<file path="config.mk">
export PLATFORM = sky130hd
export DESIGN_NAME = muldiv_ctrl
export DESIGN_NICKNAME = d
export VERILOG_FILES = /design/src/rtl/muldiv_ctrl.sv
export SDC_FILE = /design/constraint.sdc
export NUM_CORES = 1
export LEC_CHECK = 0
export ABC_AREA = 1
export BUFFER_PORTS_ARGS = -buffer_cell sky130_fd_sc_hd__clkbuf_2
export CAP_MARGIN = 10
export CORE_MARGIN = 1.5
export CORE_UTILIZATION = 32
export CTS_BUF_LIST = sky130_fd_sc_hd__clkbuf_8
export CTS_CLUSTER_SIZE = 16
export DETAILED_ROUTE_END_ITERATION = 12
export GPL_TIMING_DRIVEN = 0
export MAX_ROUTING_LAYER = met4
export PLACE_DENSITY = 0.55
export SYNTH_ARGS = -nofsm -noshare
export SYNTH_HDL_FRONTEND = slang
export SYNTH_SLANG_ARGS = --single-unit
</file>
<file path="constraint.sdc">
create_clock -name clk -period 4.97 [get_ports clk]
set_input_delay 0.994 -clock clk [delete_from_list [all_inputs] [get_ports clk]]
set_output_delay 0.994 -clock clk [all_outputs]
set_load 0.02 [all_outputs]
</file>
<file path="src/rtl/muldiv_ctrl.sv">
// Multi-cycle multiply/divide sequencer owning the HI/LO pair: 32-step shift-add
// multiply or restoring divide, with stall requests while HI/LO are pending.
module muldiv_ctrl #(
   parameter int WIDTH = 32,
   parameter int CNT_W = 5
) (
   input  logic             clk,
   input  logic             rst,
   input  logic             start,
   input  logic [1:0]       op,
   input  logic [WIDTH-1:0] a,
   input  logic [WIDTH-1:0] b,
   input  logic             mthi,
   input  logic             mtlo,
   input  logic [WIDTH-1:0] wdata,
   input  logic             rd_hilo,
   input  logic             flush,
   output logic             busy,
   output logic             stall_req,
   output logic             done,
   output logic [WIDTH-1:0] hi,
   output logic [WIDTH-1:0] lo
);

   typedef enum logic [1:0] {IDLE, CALC, FIX} state_t;

   state_t             state, state_nx;
   logic [CNT_W-1:0]   count;
   logic [WIDTH-1:0]   acc_hi, acc_lo, opnd;
   logic               is_div, neg_q, neg_r, dz;

   logic               launch, b_zero, sa, sb;
   logic [WIDTH:0]     mul_sum, div_shift, div_diff;
   logic [2*WIDTH-1:0] prod, prod_s;
   logic [WIDTH-1:0]   res_hi, res_lo;

   function automatic logic [WIDTH-1:0] neg_if(input logic [WIDTH-1:0] x, input logic s);
      return s ? -x : x;
   endfunction

   function automatic logic [2*WIDTH-1:0] neg_if2(input logic [2*WIDTH-1:0] x, input logic s);
      return s ? -x : x;
   endfunction

   assign launch    = (state == IDLE) && start && !flush;
   assign b_zero    = (b == '0);
   assign sa        = !op[0] && a[WIDTH-1];
   assign sb        = !op[0] && b[WIDTH-1];
   assign busy      = (state != IDLE);
   assign stall_req = busy && (start || rd_hilo || mthi || mtlo);

   // Iteration datapath: multiply adds into the upper half then shifts right;
   // divide shifts the dividend into the remainder and subtracts when it fits.
   assign mul_sum   = {1'b0, acc_hi} + (acc_lo[0] ? {1'b0, opnd} : '0);
   assign div_shift = {acc_hi, acc_lo[WIDTH-1]};
   assign div_diff  = div_shift - {1'b0, opnd};

   assign prod   = {acc_hi, acc_lo};
   assign prod_s = neg_if2(prod, neg_q);
   assign res_hi = is_div ? neg_if(acc_hi, neg_r) : prod_s[2*WIDTH-1:WIDTH];
   assign res_lo = is_div ? neg_if(acc_lo, neg_q) : prod_s[WIDTH-1:0];

   always_comb begin
      state_nx = state;
      case (state)
         IDLE: if (launch) state_nx = (op[1] && b_zero) ? FIX : CALC;
         CALC: begin
            if (flush)       state_nx = IDLE;
            else if (&count) state_nx = FIX;
         end
         FIX:     state_nx = IDLE;
         default: state_nx = IDLE;
      endcase
   end

   always_ff @(posedge clk or negedge rst) begin
      if (!rst) begin
         state <= IDLE;
         count <= '0;
         done  <= 1'b0;
         hi    <= '0;
         lo    <= '0;
      end else begin
         state <= state_nx;
         count <= (state == CALC) ? count + 1'b1 : '0;
         done  <= (state == FIX) && !flush;
         if (state == FIX && !flush && !dz) begin
            hi <= res_hi;
            lo <= res_lo;
         end else if (state == IDLE && !launch) begin
            if (mthi) hi <= wdata;
            if (mtlo) lo <= wdata;
         end
      end
   end

   // Operand latch and per-iteration update; no reset needed on pure data.
   always_ff @(posedge clk) begin
      if (launch) begin
         acc_hi <= '0;
         acc_lo <= op[1] ? neg_if(a, sa) : neg_if(b, sb);
         opnd   <= op[1] ? neg_if(b, sb) : neg_if(a, sa);
         is_div <= op[1];
         neg_q  <= sa ^ sb;
         neg_r  <= sa;
         dz     <= op[1] && b_zero;
      end else if (state == CALC) begin
         if (is_div) begin
            if (!div_diff[WIDTH]) begin
               acc_hi <= div_diff[WIDTH-1:0];
               acc_lo <= {acc_lo[WIDTH-2:0], 1'b1};
            end else begin
               acc_hi <= div_shift[WIDTH-1:0];
               acc_lo <= {acc_lo[WIDTH-2:0], 1'b0};
            end
         end else begin
            acc_hi <= mul_sum[WIDTH:1];
            acc_lo <= {mul_sum[0], acc_lo[WIDTH-1:1]};
         end
      end
   end

endmodule

</file>
Word level (Yosys, flattened, before mapping)
Cells that the tools add are included.
Widths: inputs -> output; s select.
{"block": "op_classes", "n_addsub": 8, "n_eq_ne": 4, "n_mux": 28, "n_bitwise": 1, "n_reduce_logical": 27}
{"op": "$mux 32", "n": 20}
{"op": "$neg 32->32", "n": 4}
{"op": "$mux 64", "n": 1}
{"op": "$neg 64->64", "n": 1}
{"op": "$add 32x32->33", "n": 1}
{"op": "$sub 33x32->33", "n": 1}
{"op": "$logic_not 32->1", "n": 1}
{"op": "$reduce_bool 2->1", "n": 5}
{"op": "$logic_and 1x1->1", "n": 9}
{"op": "$mux 2", "n": 4}
{"op": "$reduce_and 2->1", "n": 3}
{"op": "$add 5x1->5 const B", "n": 1}
{"op": "$mux 5", "n": 1}
{"op": "$reduce_and 5->1", "n": 1}
{"op": "$logic_not 1->1", "n": 4}
{"op": "$pmux 2 s2", "n": 1}
{"op": "$logic_or 1x1->1", "n": 3}
{"op": "$ne 3x3->1 const B", "n": 1}
{"op": "$eq 2x1->1 const B", "n": 1}
{"op": "$eq 2x2->1 const B", "n": 1}
{"op": "$logic_not 2->1", "n": 1}
{"op": "$ne 2x2->1 const B", "n": 1}
{"op": "$mux 1", "n": 1}
{"op": "$xor 1x1->1", "n": 1}
{"block": "word_totals", "ff_bits": 172, "inputBits": 105}

Longest topological paths before layout
Gate-level depths: netlist of the first run.
{"block": "logic_depth", "depth_word": 7, "ltp_mapped": 19, "mapped_depth_nobuf": 18}

Least setup slack after synthesis of the first run
OpenSTA, ideal clock, no wires.
{"block": "synth_path", "path_kind": "input port to flip-flop", "startpoint": "input port start", "endpoint": "register dz (enable)", "setup_time_ns": 0.414, "arrival_time_ns": 2.491, "t_required_ns": 4.556, "path_slack_ns": 2.065, "path_stages": 3, "path_buffers": 1, "path_cell_list": "inv_1 > nor3_4 > clkbuf_1"}
{"block": "synth_between", "elab_chain_len": 2}
{"item": "start, declared", "line": "9", "text": "input logic start,"}
{"item": "$logic_and 1x1->1 (2 in a row)", "line": "45", "text": "assign launch = (state == IDLE) && start && !flush;"}
{"item": "net launch", "line": "32", "text": "logic launch, b_zero, sa, sb;"}
{"item": "end signal, assigned", "line": "106", "text": "dz <= op[1] && b_zero;"}
{"item": "end, declared", "line": "30", "text": "logic is_div, neg_q, neg_r, dz;"}
The timed path passes the listed nets, and every way through them passes these cells.
A chain may end at the register's enable or synchronous reset.

Worst setup path after layout of the first run
{"block": "layout_path", "startpoint": "register acc_lo[0]", "endpoint": "register acc_hi[27]"}
{"block": "layout_between", "elab_chain_len": 3}
{"item": "start, declared", "line": "29", "text": "logic [WIDTH-1:0] acc_hi, acc_lo, opnd;"}
{"item": "start signal, assigned", "line": "101", "text": "acc_lo <= op[1] ? neg_if(a, sa) : neg_if(b, sb);"}
{"item": "start signal, assigned", "line": "111", "text": "acc_lo <= {acc_lo[WIDTH-2:0], 1'b1};"}
{"item": "start signal, assigned", "line": "114", "text": "acc_lo <= {acc_lo[WIDTH-2:0], 1'b0};"}
{"item": "$mux 32", "line": "54", "text": "assign mul_sum = {1'b0, acc_hi} + (acc_lo[0] ? {1'b0, opnd} : '0);"}
{"item": "$add 32x32->33", "line": "54"}
{"item": "$mux 32", "line": "108", "text": "if (is_div) begin"}
{"item": "end signal, assigned", "line": "110", "text": "acc_hi <= div_diff[WIDTH-1:0];"}
{"item": "end signal, assigned", "line": "113", "text": "acc_hi <= div_shift[WIDTH-1:0];"}
{"item": "end signal, assigned", "line": "117", "text": "acc_hi <= mul_sum[WIDTH:1];"}
{"item": "end, declared", "line": "29"}
No other way between the ends.

==> qor.yml, run 1 <==
run_status:
  status: "finished clean"
worst_setup_path:
  cp_cell_sequence: "buf_6 -> clkbuf_1 -> nand2_1 -> inv_1 -> ha_1 -> fa_1 -> nand2_1 -> a21oi_1 -> nand2_1 -> nand2_1 -> nand2_1 -> nand2_1 -> nand2_1 -> nand3_1 -> nand2_1 -> nor2_1 -> nor2_1 -> a21oi_1"
  crit_fanout: 10
  crit-reg2reg-launch: "acc_lo[0]"
  max_stage_delay_ps: 430
  critPathLaunch: "acc_lo[0]"
  slowest_stage: "clkbuf_1"
  critPathMostFrequentCell: "nand2_1"
  r2r_end: "acc_hi[27]"
  crit_type: "register to register"
  arrival_ps: 4050
  r2r_setup_slack_ps: 1390
  r2r_cells: 18
  setup.worst_path.start_class: "register"
  end_kind: "register"
  worstPathRequired_ps: 5440
pwr:
  p_clk_frac: 0.110
  p_int_mw: 4.126
  p_comb_frac: 0.621
  seqPwrFrac: 0.270
  p_leak_nw: 10.75
  power.density_nw_per_um2: 465.5
  p_sw_mw: 5.411
  peakVddDrop_v: 0.0002303
  p_sw_frac: 0.5674
run:
  cap_violations: 0
synthesis:
  synth_top_area_frac: 0.2206
  synth_top_family_by_area: "simple AND/OR/NAND/NOR gates"
  synthSimpleGateAreaFrac: 0.4076
  synthesis.instances: 3124
  synth.area.top_cells: "nand2_1, edfxtp_1, inv_1"
  synthXorXnorAreaFrac: 0.02838
  synth_top_area_cell: "nand2_1"
  synth_adder_area_share: 0.05030
  ys_warn_count: 0
  synth-compound-area-share: 0.1404
  synth_top_flop_cell: "dfrtp_1"
  ys_seq_area_frac: 0.2463
  ys_ff_latch: 172
  synth_area_per_cell_um2: 5.828
  synth_edf_count: 68
  async_flop_share: 0.4186
  netlist_area_um2: 18210
  synth.most_common_cell: "nand2_1"
  synth.area.mux_share: 0
  synth_nets: 3301
  synth_cell_types: 57
  netlist_top_cells_count: "nand2_1, inv_1, nor2_1"
cells_and_area:
  drive_gt1_frac: 0.08799
  fin_nets: 3494
  stdcell_area_um2: 20490
  final_cells: 4088
  syn_to_final_growth_pct: 12.53
clock_network:
  htree_levels: 4
  worstSkewPairLatency_ps: 560
  cts_buffers: 17
  cts_setup_buffers: 0
  clk_path_buf_depth: 2
  ctsHoldBuffers: 0
  cts.sinks: 172
  cts_tree: "yes"
  root_buffer: "clkbuf_8"
  ctsResizeCount: 0
  cts.clk_slew.worst_paths_ps: 130
grt:
  first_global_vias: 20142
  grt_max_degree: 61
  grt_overflow_total: 0
  grt_pass1_wl_mm: 122.7
  antenna_found_initial: 2
  grt_use_total: 0.2860
sta:
  rsz0062_at_grt: "no"
  tightest_slew_ps: 926.6
  hold_violations: 0
  maxSlewViolCount: 0
  finalCritPeriodShare: 0.7195
  min_period_ps: 3576
  max_freq_ghz: 0.2797
  whs_ps: 287.8
  setup_slack_ps: 1394
  setup_violations: 0
  skew_ps: 37.20
  setup-tns-final_ps: 0
  slew-limit-headroom: 0.3823
floorplanning:
  rows: 87
  ios: 172
  dieArea_um2: 58340
  die_w_um: 241.5
  initial_core_util: 0.3235
  core_um2: 56280
  die_h_um: 241.5
drt:
  wl_per_cell_um: 20.02
  num_vias: 21000
  drt_pass1_iterations: 6
  drc: 0
  viasPerCell: 5.137
  first_iter_violations: 2111
  drt_wl_total_mm: 81.86
  ant_nets: 0
placed_design:
  port_buffers: 171
  gp_congestion: 1.035
  placed_area_um2: 20090
  dp_cells: 4054
  dpl_worst_slack_ps: 1570
  dpl.hpwl_mm: 69.12
min_path:
  hp-class: "input port to asynchronous set/reset pin"
[through the flow]
stage	utilization	total power, mW
2_1_floorplan	-	6.271
3_3_place_gp	0.3555	8.399
3_5_place_dp	0.3569	8.387
4_1_cts	0.3640	9.441
5_1_grt	0.3641	10.32
6_report	0.3641	9.538
[cells in the final DEF, fill, tap and decap left out, types with 15 or more instances in the layout]
master and n:
xor2_1 54, nand2_1 1070, o221ai_1 15, inv_2 15, ha_1 70, nand3_1 262
nand4_1 43, clkbuf_2 171, o21bai_1 21, o21ai_0 166, dfrtp_1 72, nor3_1 44
a31oi_1 17, edfxtp_1 68, inv_1 486, nor2_1 277, clkbuf_1 60, dfxtp_1 32
o211ai_1 33, a21oi_1 154, o21ai_1 27, clkbuf_8 17
[logic make-up after synthesis]
family / count (synthesis)
buf+inv: 598
flops: 172
xor+xnor: 59
fa+ha+maj: 72
simple gates: 1768
compound gates: 455
[sequential cells by signal, indices dropped and copies added (netlist names)]
signal / flops
acc_hi: 32
acc_lo: 32
count: 5
done: 1
dz: 1
hi: 32
is_div: 1
lo: 32
neg_q: 1
neg_r: 1
opnd: 32
state: 2
[how the worst max path moves through the flow]
| stage | endpoint | slack [ps] | cells after the start |
|---|---|---|---|
| after global placement | acc_lo[20] | 850 | 5 |
| final | acc_hi[27] | 1390 | 18 |
| after global routing | acc_hi[27] | 1290 | 18 |
| after CTS | acc_hi[27] | 1530 | 18 |
| after floorplan | dz | 2060 | 3 |
| after detailed placement | acc_hi[27] | 1570 | 18 |
[final cells by class]
| type | count | area (µm²) |
|---|---|---|
| Inverter | 502 | 1884 |
| Multi-Input combinational cell | 2354 | 11410 |
| Tap cell | 756 | 945.9 |
| Timing Repair Buffer | 174 | 933.4 |
| Sequential cell | 172 | 4484 |
| Clock inverter | 15 | 161.4 |
| Antenna cell | 2 | 5.005 |
| Clock buffer | 17 | 234.0 |
| Fill cell | 6503 | 35790 |
| Buffer | 96 | 429.2 |
[power groups by stage]
stage          clock network, mW  registers, mW  logic [mW]
2_1_floorplan                  0           2.37        3.90
3_3_place_gp                   0           2.58        5.82
3_5_place_dp                   0           2.58        5.81
4_1_cts                     1.06           2.55        5.84
5_1_grt                     1.10           2.58        6.63
6_report                    1.05           2.57        5.92
[critical path, delay by kind of cell, from the launching register on]
family,cells,cell delay (ps)
compound gates,2,510
fa+ha+maj,2,730
simple gates,11,1230
buf+inv,3,680
flops,1,350
[layer usage]
layer	share of wire	track usage	up-vias
met5	0	-	-
met4	0.039	0.1045	0
met3	0.058	0.03785	129
met2	0.45	0.4520	723
met1	0.45	0.3724	9760
li1	-	-	10388
(Power assumes the default switching activity.)
==> run 2, diff against run 1 <==
==> constraint.sdc (replaced) <==
create_clock -name clk -period 3.3 [get_ports clk]
set_input_delay 0.66 -clock clk [delete_from_list [all_inputs] [get_ports clk]]
set_output_delay 0.66 -clock clk [all_outputs]
set_load 0.02 [all_outputs]
==> run 2 against run 1 <==
Compared with the run above: clock skew hardly changed; global-route usage hardly changed; clock-buffer cell count stayed put; critical path depth is 1 lower; clock power is 50% higher; hold slack better by 93 ps; combinational power is 51% higher; first-iteration DRC count is 2.1% lower.
==> qor.yml, run 2 (synthesized netlist as in run 1, its figures left out) <==
clock_network:
  ctsResizeCount: 0  # unchanged
  cts_tree: "yes"
  clk_path_buf_depth: 2  # unchanged
  worstSkewPairLatency_ps: 560  # about the same
  cts.clk_slew.worst_paths_ps: 100  # -30 ps
  root_buffer: "clkbuf_8"
  cts.sinks: 172  # unchanged
  htree_levels: 4  # unchanged
  cts_buffers: 17  # unchanged
cells_and_area:
  seq_area_um2: 4484  # unchanged
  multi_input_area_um2: 11410  # unchanged
  final_cell_mix: "nand2_1, inv_1, nor2_1"
  final_cells: 4088  # unchanged
  stdcell_area_um2: 20490  # about the same
  final_common_cell: "nand2_1"
  fillerInstances: 6502  # -0.015%
  drive_gt1_frac: 0.08799  # unchanged
  final_util: 0.3642  # about the same
  syn_to_final_growth_pct: 12.56  # about the same
  fin_nets: 3494  # unchanged
worst_setup_path:
  r2r_setup_slack_ps: 170  # -1220 ps
  crit-reg2reg-launch: "acc_lo[0]"
  r2r_end: "acc_hi[27]"
  end_kind: "register"
  r2r_cells: 17  # -1
  cp_num_buf_inv: 2  # -1
  cp_cell_sequence: "buf_6 -> nand2_1 -> inv_1 -> ha_1 -> fa_1 -> nand2_1 -> a21oi_1 -> nand2_1 -> nand2_1 -> nand2_1 -> nand2_1 -> nand2_1 -> nand3_1 -> nand2_1 -> nor2_1 -> nor2_1 -> a21oi_1"
  setup.worst_path.start_class: "register"
  slowest_stage: "ha_1"
  max_stage_delay_ps: 370  # -60 ps
  crit_fanout: 15  # +5
  worstPathRequired_ps: 3770  # -1670 ps
  critPathMostFrequentCell: "nand2_1"
  critPathLaunch: "acc_lo[0]"
  critical_path.top_delay_family: "simple AND/OR/NAND/NOR gates"
  arrival_ps: 3600  # -450 ps
  crit_type: "register to register"
placed_design:
  gp_congestion: 1.035  # unchanged
  placed_area_um2: 20090  # unchanged
  dpl.hpwl_mm: 69.12  # unchanged
  port_buffers: 171  # unchanged
  dp_cells: 4054  # unchanged
min_path:
  hold_end: "is_div"
  hold_depth: 1
  min_from: "op[1]"
  hp-class: "input port to register"
sta:
  setup_violations: 0  # unchanged
  maxSlewViolCount: 0  # unchanged
  hold_violations: 0  # unchanged
  rsz0062_at_grt: "no"
  slew-limit-headroom: 0.3903  # +0.008012
  min_period_ps: 3125  # -450.7 ps
  max_freq_ghz: 0.3200  # +14%
  finalCritPeriodShare: 0.9470  # +0.2275
  tightest_slew_ps: 914.6  # -12.02 ps
  whs_ps: 381.1  # +93.33 ps
  skew_ps: 37.44  # +0.2457 ps
  setup-tns-final_ps: 0  # unchanged
grt:
  grt_pass1_wl_mm: 122.6  # about the same
  grt_use_total: 0.2857  # -0.0002945
  antenna_found_initial: 2  # unchanged
  first_global_vias: 20136  # -0.030%
  grt_max_degree: 61  # unchanged
  grt_overflow_total: 0  # unchanged
drt:
  drc: 0  # unchanged
  met1_length_mm: 36.78  # +0.13%
  wl_per_cell_um: 20.04  # about the same
  routed.top_layer: "met4"
  wl_met2_mm: 37.20  # +0.13%
  drt_wl_total_mm: 81.91  # about the same
  wl_met3_mm: 4.700  # -1.3%
  first_iter_violations: 2066  # -2.1%
  num_vias: 21004  # +0.019%
  viasPerCell: 5.138  # about the same
  drt_pass1_iterations: 7  # +1
  ant_nets: 0  # unchanged
pwr:
  power.density_nw_per_um2: 701.4  # +51%
  p_leak_nw: 10.75  # about the same
  peakVddDrop_v: 0.0003480  # +51%
floorplanning:
  dieArea_um2: 58340  # unchanged
  die_h_um: 241.5  # unchanged
  die_w_um: 241.5  # unchanged
  core_um2: 56280  # unchanged
  rows: 87  # unchanged
  initial_core_util: 0.3235  # unchanged
  ios: 172  # unchanged
run:
  cap_violations: 0  # unchanged
run_status:
  status: "finished clean"
[run 2: cell count changes in the layout (fill, tap and decap cells not counted)]
cell           delta
dlygate4sd3_1     +1
clkbuf_1          -1
[run 2: worst register-to-register path, stage by stage (launching register included)]
cell	delay, ps
edfxtp_1	350
buf_6	180
nand2_1	80
inv_1	70
ha_1	370
fa_1	360
nand2_1	170
a21oi_1	370
nand2_1	90
nand2_1	170
nand2_1	70
nand2_1	160
nand2_1	90
nand3_1	90
nand2_1	50
nor2_1	170
nor2_1	80
a21oi_1	140
[run 2: through the flow]
step                total power, mW  worst slack [ps]
floorplan                     9.445             728.6
global placement              12.65            -485.3
detailed placement            12.63            -100.0
CTS                           14.21             205.5
global route                  15.53             19.22
finish                        14.37             174.9
[run 2: worst max-delay path by stage]
| stage | end | cells past startpoint | slack (ps) |
|---|---|---|---|
| 2_1_floorplan | dz | 3 | 730 |
| 3_3_place_gp | acc_lo[20] | 5 | -490 |
| 3_5_place_dp | acc_hi[27] | 18 | -100 |
| 4_1_cts | acc_hi[26] | 17 | 210 |
| 5_1_grt | acc_hi[22] | 18 | 20 |
| 6_report | acc_hi[27] | 17 | 170 |
[run 2: layer usage]
| metal | GRT usage | up-vias |
|---|---|---|
| li1 | - | 10390 |
| met3 | 0.03807 | 132 |
| met1 | 0.3717 | 9756 |
| met5 | - | - |
| met2 | 0.4517 | 726 |
| met4 | 0.1043 | 0 |
[run 2: repair_timing]
| item | CTS | global route |
|---|---|---|
| setup endpoints to repair | 4 | 0 |
| hold endpoints to repair | 12 | 0 |
| setup buffers | 0 | 0 |
| hold buffers | 1 | 0 |
[run 2: power breakdown]
part           internal, mW  total [mW]  switching (mW)  leakage (nW)
clock network         0.624        1.58           0.960         0.201
registers              2.81        3.87            1.07          1.81
logic                  2.78        8.92            6.13          8.74
[run 2: final cells by class]
| cell class | count | share of cell area |
|---|---|---|
| Antenna cell | 2 | 0.0002442 |
| Sequential cell | 172 | 0.2188 |
| Clock buffer | 17 | 0.01142 |
| Clock inverter | 15 | 0.007875 |
| Inverter | 502 | 0.09194 |
| Multi-Input combinational cell | 2354 | 0.5568 |
| Tap cell | 756 | 0.04615 |
| Buffer | 95 | 0.02076 |
| Timing Repair Buffer | 175 | 0.04603 |
==> run 3, diff against run 2 <==
==> constraint.sdc (replaced) <==
create_clock -name clk -period 3.3 [get_ports clk]
set_input_delay 0.825 -clock clk [delete_from_list [all_inputs] [get_ports clk]]
set_output_delay 0.825 -clock clk [all_outputs]
set_load 0.02 [all_outputs]
==> run 3 against run 2 <==
Compared with the run above: non-clock buffer count is 1 lower; hold slack worse by 260 ps; sequential share of layout area hardly changed; register-to-register slack hardly changed; total power hardly changed; die area stayed put; routed wire length is 0.26% lower; combinational power hardly changed; critical path depth stayed put; largest cell class unchanged.
==> qor.yml, run 3 (synthesized netlist as in run 1, its figures left out) <==
sta:
  slew-limit-headroom: 0.3815  # -0.008739
  hold_violations: 0  # unchanged
  maxSlewViolCount: 0  # unchanged
  skew_ps: 39.00  # +1.560 ps
  rsz0062_at_grt: "no"
  finalCritPeriodShare: 0.9429  # -0.004061
  min_period_ps: 3112  # -13.40 ps
  setup-tns-final_ps: 0  # unchanged
  tightest_slew_ps: 927.7  # +13.11 ps
  setup_violations: 0  # unchanged
  whs_ps: 119.7  # -261.4 ps
  max_freq_ghz: 0.3214  # +0.43%
run:
  cap_violations: 0  # unchanged
cells_and_area:
  final_util: 0.3640  # about the same
  drive_gt1_frac: 0.08801  # about the same
  syn_to_final_growth_pct: 12.51  # about the same
  final_cell_mix: "nand2_1, inv_1, nor2_1"
  final_common_cell: "nand2_1"
  fin_nets: 3493  # -0.029%
  fillerInstances: 6503  # +0.015%
worst_setup_path:
  cp_num_buf_inv: 2  # unchanged
  cp_cell_sequence: "buf_6 -> nand2_1 -> inv_1 -> ha_1 -> fa_1 -> nand2_1 -> a21oi_1 -> nand2_1 -> nand2_1 -> nand2_1 -> nand2_1 -> nand2_1 -> nand3_1 -> nand2_1 -> nor2_1 -> nor2_1 -> a21oi_1"
  max_stage_delay_ps: 370  # about the same
  crit_fanout: 15  # unchanged
  arrival_ps: 3580  # -20 ps
  critical_path.top_delay_family: "simple AND/OR/NAND/NOR gates"
  worstPathRequired_ps: 3770  # about the same
  slowest_stage: "ha_1"
  end_kind: "register"
  setup.worst_path.start_class: "register"
  critPathMostFrequentCell: "nand2_1"
  crit_type: "register to register"
grt:
  grt_max_degree: 61  # unchanged
  first_global_vias: 20126  # -0.050%
  grt_use_total: 0.2856  # about the same
  antenna_found_initial: 2  # unchanged
  grt_overflow_total: 0  # unchanged
  grt_pass1_wl_mm: 122.6  # about the same
min_path:
  hp-class: "input port to asynchronous set/reset pin"
drt:
  drc: 0  # unchanged
  wl_per_cell_um: 19.99  # -0.24%
  routed.top_layer: "met4"
  met1_length_mm: 36.56  # -0.58%
  drt_wl_total_mm: 81.69  # -0.26%
  viasPerCell: 5.128  # -0.19%
  first_iter_violations: 2018  # -2.3%
  ant_nets: 0  # unchanged
  drt_pass1_iterations: 5  # -2
  wl_met3_mm: 4.799  # +2.1%
  num_vias: 20960  # -0.21%
  wl_met2_mm: 37.14  # -0.16%
clock_network:
  cts_buffers: 17  # unchanged
  cts.clk_slew.worst_paths_ps: 130  # +30 ps
  clk_path_buf_depth: 2  # unchanged
  ctsHoldBuffers: 0  # -1
  root_buffer: "clkbuf_8"
  cts_tree: "yes"
  ctsResizeCount: 0  # unchanged
  cts_setup_buffers: 0  # unchanged
  htree_levels: 4  # unchanged
  worstSkewPairLatency_ps: 560  # about the same
  cts.sinks: 172  # unchanged
placed_design:
  port_buffers: 171  # unchanged
  dpl.hpwl_mm: 69.12  # unchanged
  gp_congestion: 1.035  # unchanged
floorplanning:
  dieArea_um2: 58340  # unchanged
  rows: 87  # unchanged
  initial_core_util: 0.3235  # unchanged
  core_um2: 56280  # unchanged
  die_w_um: 241.5  # unchanged
  die_h_um: 241.5  # unchanged
  ios: 172  # unchanged
pwr:
  p_leak_nw: 10.75  # about the same
  total_power_mw: 14.37  # about the same
  peakVddDrop_v: 0.0003458  # -0.63%
  power.density_nw_per_um2: 701.4  # about the same
run_status:
  status: "finished clean"
run 3: per-layer routing:
layer  global-route usage  vias up
met1               0.3716     9731
met2               0.4516      712
met5                    -        -
met3              0.03807      125
met4               0.1043        0
li1                     -    10392
run 3: worst paths after layout:
path | cells after the start | to | startpoint | slack [ps]
worst min register to register | 1 | count[0] | count[0] | 470
worst max register to register | 17 | acc_hi[27] | acc_lo[0] | 190
min in group clk | 1 | count[0] | count[0] | 470
worst max-delay path | 17 | acc_hi[27] | acc_lo[0] | 190
worst min-delay path | 1 | hi[13] | rst | 120
max in group asynchronous | 2 | lo[15] | rst | 2560
run 3: layout make-up:
type	instances	area, µm²	area share
Multi-Input combinational cell	2354	11410	0.5570
Sequential cell	172	4484	0.2189
Inverter	502	1884	0.09199
Tap cell	756	945.9	0.04618
Timing Repair Buffer	174	933.4	0.04557
Buffer	95	425.4	0.02077
Clock buffer	17	234.0	0.01142
Clock inverter	15	161.4	0.007879
Antenna cell	2	5.005	0.0002443
run 3: through the flow:
stage / std cells / cell area [µm²] / worst slack, ps
floorplan: 3124 / 18210 / 563.6
global placement: 4051 / 20010 / -650.3
detailed placement: 4054 / 20090 / -100.0
CTS: 4085 / 20480 / 205.5
global route: 4087 / 20480 / 19.22
finish: 4087 / 20480 / 188.3
run 3: where the power goes:
group | total (mW) | internal, mW | switching, mW
sequential | 3.88 | 2.81 | 1.07
combinational | 8.91 | 2.78 | 6.12
clock | 1.58 | 0.624 | 0.957
total | 14.4 | 6.21 | 8.15
